### src/rtl/digit_scanner_if.sv
// digit_scanner_if: bus between the value-producing datapath and the digit scanner
//   value/load/enable    : digit codes, capture strobe and scan run, driven by the datapath (master)
//   selected_value       : code of the digit currently shown
//   dig_sel              : index of the digit currently shown
//   anode_n              : active-low one-hot anode enables
//   frame_done           : one-cycle pulse at frame wrap
interface digit_scanner_if #(
   parameter int DIGITS  = 4,
   parameter int DIGIT_W = 4
);
   localparam int SW = DIGITS > 1 ? $clog2(DIGITS) : 1;
   logic [DIGITS*DIGIT_W-1:0] value;
   logic                      load;
   logic                      enable;
   logic [DIGIT_W-1:0]        selected_value;
   logic [SW-1:0]             dig_sel;
   logic [DIGITS-1:0]         anode_n;
   logic                      frame_done;
   modport master (output value, load, enable, input selected_value, dig_sel, anode_n, frame_done);
   modport slave  (input value, load, enable, output selected_value, dig_sel, anode_n, frame_done);
endinterface

### src/rtl/digit_scanner.sv
// digit_scanner: time-multiplexed common-anode seven-segment driver with frame-aligned double buffering
//   clk, reset : rising-edge clock, synchronous active-high reset
//   bus        : digit_scanner_if.slave (value/load/enable in; selected_value/dig_sel/anode_n/frame_done out)
//   Optional leading-zero blanking is compiled in when DIGIT_SCAN_BLANK_EN is defined.
module digit_scanner #(
   parameter int DIGITS      = 4,
   parameter int DIGIT_W     = 4,
   parameter int PRESCALE    = 50000,
   parameter int DEAD_CYCLES = 2
) (
   input logic            clk,
   input logic            reset,
   digit_scanner_if.slave bus
);
   localparam int SW = DIGITS > 1 ? $clog2(DIGITS) : 1;
   localparam int PW = PRESCALE > 1 ? $clog2(PRESCALE) : 1;
   localparam int W  = DIGITS * DIGIT_W;
   logic [PW-1:0]      p_q, p_d;
   logic [SW-1:0]      d_q, d_d;
   logic [W-1:0]       pend_q, pend_d, shadow_q, shadow_d;
   logic               pend_v_q, pend_v_d;
   logic [DIGIT_W-1:0] sel_q, sel_d;
   logic [DIGITS-1:0]  an_q, an_d, lit;
   logic               fd_q, p_wrap, f_wrap;
`ifdef DIGIT_SCAN_BLANK_EN
   logic               z;
`endif
   // Outputs are computed from next-state so they line up with p/d after the same edge.
   always_comb begin
      p_wrap   = bus.enable && p_q == PW'(PRESCALE - 1);
      f_wrap   = p_wrap && d_q == SW'(DIGITS - 1);
      p_d      = !bus.enable ? p_q : p_wrap ? '0 : p_q + 1'b1;
      d_d      = !p_wrap ? d_q : f_wrap ? '0 : d_q + 1'b1;
      pend_d   = bus.load ? bus.value : pend_q;
      // A load at frame wrap or while dark bypasses pending and lands in shadow at once.
      pend_v_d = bus.load ? bus.enable && !f_wrap : pend_v_q && !f_wrap;
      shadow_d = (bus.load && (!bus.enable || f_wrap)) ? bus.value :
                 (f_wrap && pend_v_q) ? pend_q : shadow_q;
      sel_d    = shadow_d[d_d*DIGIT_W +: DIGIT_W];
      lit      = '1;
`ifdef DIGIT_SCAN_BLANK_EN
      // z stays set while every digit from the top down to k is zero.
      z = 1'b1;
      for (int k = DIGITS - 1; k >= 1; k--) begin
         z      = z && shadow_d[k*DIGIT_W +: DIGIT_W] == '0;
         lit[k] = !z;
      end
`endif
      an_d = '1;
      if (bus.enable && 32'(p_d) >= DEAD_CYCLES && lit[d_d]) an_d[d_d] = 1'b0;
   end
   always_ff @(posedge clk) begin
      if (reset) begin
         p_q      <= '0;
         d_q      <= '0;
         pend_q   <= '0;
         pend_v_q <= 1'b0;
         shadow_q <= '0;
         sel_q    <= '0;
         an_q     <= '1;
         fd_q     <= 1'b0;
      end else begin
         p_q      <= p_d;
         d_q      <= d_d;
         pend_q   <= pend_d;
         pend_v_q <= pend_v_d;
         shadow_q <= shadow_d;
         sel_q    <= sel_d;
         an_q     <= an_d;
         fd_q     <= f_wrap;
      end
   end
   assign bus.selected_value = sel_q;
   assign bus.dig_sel        = d_q;
   assign bus.anode_n        = an_q;
   assign bus.frame_done     = fd_q;
endmodule
### src/flat_wrapper.sv
// flat-port wrapper written by rule: the top's interface ports become plain ports
module digit_scanner_flat 
#(
   parameter int DIGITS      = 4,
   parameter int DIGIT_W     = 4,
   parameter int PRESCALE    = 50000,
   parameter int DEAD_CYCLES = 2
)
  (clk, reset, bus_value, bus_load, bus_enable, bus_selected_value, bus_dig_sel, bus_anode_n, bus_frame_done);
  digit_scanner_if #(.DIGITS(DIGITS), .DIGIT_W(DIGIT_W)) bus_i ();
  input logic clk;
  input logic reset;
  input wire logic [$bits(bus_i.value)-1:0] bus_value;
  input wire logic [$bits(bus_i.load)-1:0] bus_load;
  input wire logic [$bits(bus_i.enable)-1:0] bus_enable;
  output wire logic [$bits(bus_i.selected_value)-1:0] bus_selected_value;
  output wire logic [$bits(bus_i.dig_sel)-1:0] bus_dig_sel;
  output wire logic [$bits(bus_i.anode_n)-1:0] bus_anode_n;
  output wire logic [$bits(bus_i.frame_done)-1:0] bus_frame_done;
  assign bus_i.value = bus_value;
  assign bus_i.load = bus_load;
  assign bus_i.enable = bus_enable;
  assign bus_selected_value = bus_i.selected_value;
  assign bus_dig_sel = bus_i.dig_sel;
  assign bus_anode_n = bus_i.anode_n;
  assign bus_frame_done = bus_i.frame_done;
  digit_scanner #(.DIGITS(DIGITS), .DIGIT_W(DIGIT_W), .PRESCALE(PRESCALE), .DEAD_CYCLES(DEAD_CYCLES)) u_core (.clk(clk), .reset(reset), .bus(bus_i));
endmodule
### config.mk
export PLATFORM = sky130hd
export DESIGN_NAME = digit_scanner_flat
export DESIGN_NICKNAME = d
export VERILOG_FILES = /design/src/rtl/digit_scanner_if.sv /design/src/rtl/digit_scanner.sv /design/src/flat_wrapper.sv
export SDC_FILE = /design/constraint.sdc
export NUM_CORES = 1
export LEC_CHECK = 0
export BUFFER_PORTS_ARGS = -buffer_cell sky130_fd_sc_hd__buf_4
export CELL_PAD_IN_SITES_DETAIL_PLACEMENT = 1
export CELL_PAD_IN_SITES_GLOBAL_PLACEMENT = 1
export CORE_MARGIN = 3
export CORE_UTILIZATION = 35
export CTS_BUF_LIST = sky130_fd_sc_hd__clkbuf_8
export DETAILED_ROUTE_END_ITERATION = 8
export PLACE_DENSITY_LB_ADDON = 0.08
export SLEW_MARGIN = 10
export SYNTH_ARGS = -nofsm -noshare
export SYNTH_HDL_FRONTEND = slang
export SYNTH_SLANG_ARGS = --single-unit
### constraint.sdc
create_clock -name clk -period 5.85 [get_ports clk]
set_input_delay 1.17 -clock clk [delete_from_list [all_inputs] [get_ports clk]]
set_output_delay 1.17 -clock clk [all_outputs]
set_load 0.01 [all_outputs]
==> results.cfg <==
[routing]
drt_first_iter_violations = 125
ant_nets = 0
met2_length_um = 3380
wl_per_cell_um = 17.6
via_per_inst = 5.56
vias = 2542
dr_wl_met3_um = 320
wl_um = 8030
firstDrtPassIters = 4
drc = 0
wirelength_met1_um = 4260
top_layer_used = met4

[yosys]
synth_edf_count = 0
yosys_warnings = 0
synth_fp_nets = 357
synthCells = 335
synth_area_leader_cell = dfxtp_1
ys_seq_area_share_pct = 40.6
avgSynthCellArea_um2 = 8.83
synth_ff_type = dfxtp_1
synthTopCellsByArea = dfxtp_1, mux2i_1, nor2_1
ys_types = 45
synth_area_um2 = 2960
async_flop_share_pct = 0
synth-seq-cells = 60
yosysTopAreaCellShare_pct = 40.6

[clock_tree]
cts_max_level = 3
clkSinkCount = 60
cts_buffers = 9
clkTransAtPathRegs_ns = 0.06
cts.repair.resized = 0
root_buffer = clkbuf_8
insertion_delay_ns = 0.34
cts_tree = done
postCtsHoldBufs = 0
cts_setup_buffers = 0
cts_buffer_depth = 2

[worst_setup_path]
criticalPathCategory = in2reg
slowest_delay_ns = 0.72
path_cells = buf_4, nand4_1, nor4_4, buf_4, mux2i_1, mux2_2, o211ai_1, o221ai_1
crit_top_cell = buf_4
crit_family = multiplexers
r2r_cells = 8
arrival_ns = 3.95
end_kind = flop
path_max_fanout = 13
cp.depth = 8
crit_path_start_kind = input port
critPathBufInv = 2
cp_slowest_cell = nor4_4
crit_required_ns = 6.05

[floorplan]
initial_core_util_pct = 37.1
num_rows = 32
pin_count = 31
die_x_um = 98.0
die_h_um = 98.0
core_um2 = 7970
dieArea_um2 = 9590

[power_and_ir_drop]
pwr-share-comb_pct = 9.3
power_switching_mw = 0.213
p_leak_nw = 1.36
p_seq_share_pct = 51.0
ir_drop_mv = 0.0969
p_int_mw = 0.645
p_clk_share_pct = 39.7
fin_total_pwr_mw = 0.858
swShare_pct = 24.8
power_density_nw_per_um2 = 252

[global_route]
grt_max_degree = 45
grt_pass1_wl_um = 13500
grt.total_usage_pct = 17.6
overflow = 0
antenna_found_initial = 0
grt_pass1_vias = 2500

[placed_design]
dp_hpwl_um = 5420
routabilityCongestion = 0.741
numPortBuffers = 30

[sta]
tns_ns = 0
slew_headroom_pct = 31.2
rsz0062_at_grt = no
fmax_mhz = 267
period_needed_ns = 3.75
hold_viol = 0
setup_violations = 0
worst_pin_slew_ns = 1.03
fin_crit_sh_pct = 64.1
clock_skew_ns = 0.0124
finalMaxSlewViolations = 0

[worst_hold_path]
holdPathStages = 2
hold_class = reg2reg

[finish]
seq_area_um2 = 1200
n_antenna_cell = 0
layout_common_cells = dfxtp_1, nor2_1, mux2i_1
nNetsFinal = 374
area_growth_pct = 15.1
nFillCells = 938
fin_util_pct = 42.8
final_common_cell = dfxtp_1
multi_input_area_um2 = 1660
final_layout_size_suffix_gt1_share_pct = 16.9

[run_status]
status = completed

[job]
cap_violations = 0
==> path summary, 6_finish.rpt <==
check | startpoint | to | slack, ns
worst max-delay path | bus_enable | u_core.bus.selected_value[3] | 2.10
worst min-delay path | u_core.pend_q[5] | u_core.pend_q[5] | 0.50
worst max register to register | u_core.p_q[0] | u_core.bus.selected_value[3] | 2.36
worst min register to register | u_core.pend_q[5] | u_core.pend_q[5] | 0.50
==> layer usage <==
metal	vias up	global-route usage [%]
met1	1244	26.9
met2	49	24.1
met4	0	5.32
met3	7	4.14
li1	1242	-
met5	-	0
==> worst reg2reg max path, stage by stage, from the launching register on <==
cell and delay, ns:
dfxtp_1 0.39, ha_1 0.31, nand4_1 0.28, nor4_4 0.72
buf_4 0.29, mux2i_1 0.60, mux2_2 0.41, o211ai_1 0.20
o221ai_1 0.15
==> flip-flops by register name (all words and copies together), names as in the netlist <==
name                       flops
u_core.bus.selected_value      4
u_core.bus.dig_sel             2
u_core.pend_v_q                1
u_core.bus.anode_n             4
u_core.bus.frame_done          1
u_core.p_q                    16
u_core.shadow_q               16
u_core.pend_q                 16
==> synthesized netlist by cell type, types with 2 or more instances <==
library cell / instances
o31ai_1: 2
or4_1: 2
nand3_1: 18
nor4b_1: 2
mux2i_1: 32
o22ai_1: 4
mux2_2: 9
a21oi_1: 4
nand2_1: 10
o21ai_0: 4
a211oi_1: 9
and4_1: 4
xor2_1: 7
ha_1: 2
o21ai_1: 18
nor2_1: 55
nand4_1: 13
dfxtp_1: 60
nand2b_1: 3
xnor2_1: 8
mux2_1: 4
and3_1: 2
nor3_1: 9
inv_1: 3
nor2b_1: 2
clkbuf_1: 23
o221ai_1: 4
o211ai_1: 5
==> cells by family after synthesis <==
| logic type | count (synthesis) | synth area share [%] |
|---|---|---|
| AND/OR/NAND/NOR | 129 | 22.3 |
| flip-flops | 60 | 40.6 |
| AO/OA/AOI/OAI | 56 | 12.2 |
| multiplexers | 45 | 15.8 |
| buffers and inverters | 28 | 3.85 |
| XOR/XNOR | 15 | 4.44 |
| adder cells (fa/ha/maj) | 2 | 0.846 |
==> area by class of cell <==
class | instances | area share [%]
clock buffers | 12 | 4.85
clock inverters | 2 | 0.294
inverters | 3 | 0.331
multi-input cells | 247 | 48.7
flip-flops and latches | 60 | 35.3
well taps | 102 | 3.75
repair buffers | 31 | 6.83
==> stage by stage <==
| stage | worst slack, ns | area, µm² | hold WS, ns | std cells |
|---|---|---|---|---|
| 5_1_grt | 1.84 | 3410 | 0.522 | 457 |
| 2_1_floorplan | 2.72 | 2960 | 0.459 | 335 |
| 6_report | 2.10 | 3410 | 0.496 | 457 |
| 4_1_cts | 2.13 | 3410 | 0.503 | 457 |
| 3_5_place_dp | 1.77 | 3230 | 0.485 | 443 |
| 3_3_place_gp | 1.84 | 3230 | 0.470 | 443 |
==> power groups by stage <==
stage | clock (mW) | sequential [mW] | combinational [mW]
final | 0.341 | 0.438 | 0.0795
after detailed placement | 0 | 0.447 | 0.0807
after CTS | 0.354 | 0.438 | 0.0812
after floorplan | 0 | 0.443 | 0.0515
after global routing | 0.374 | 0.440 | 0.0898
after global placement | 0 | 0.447 | 0.0793
(Power assumes the default switching activity.)
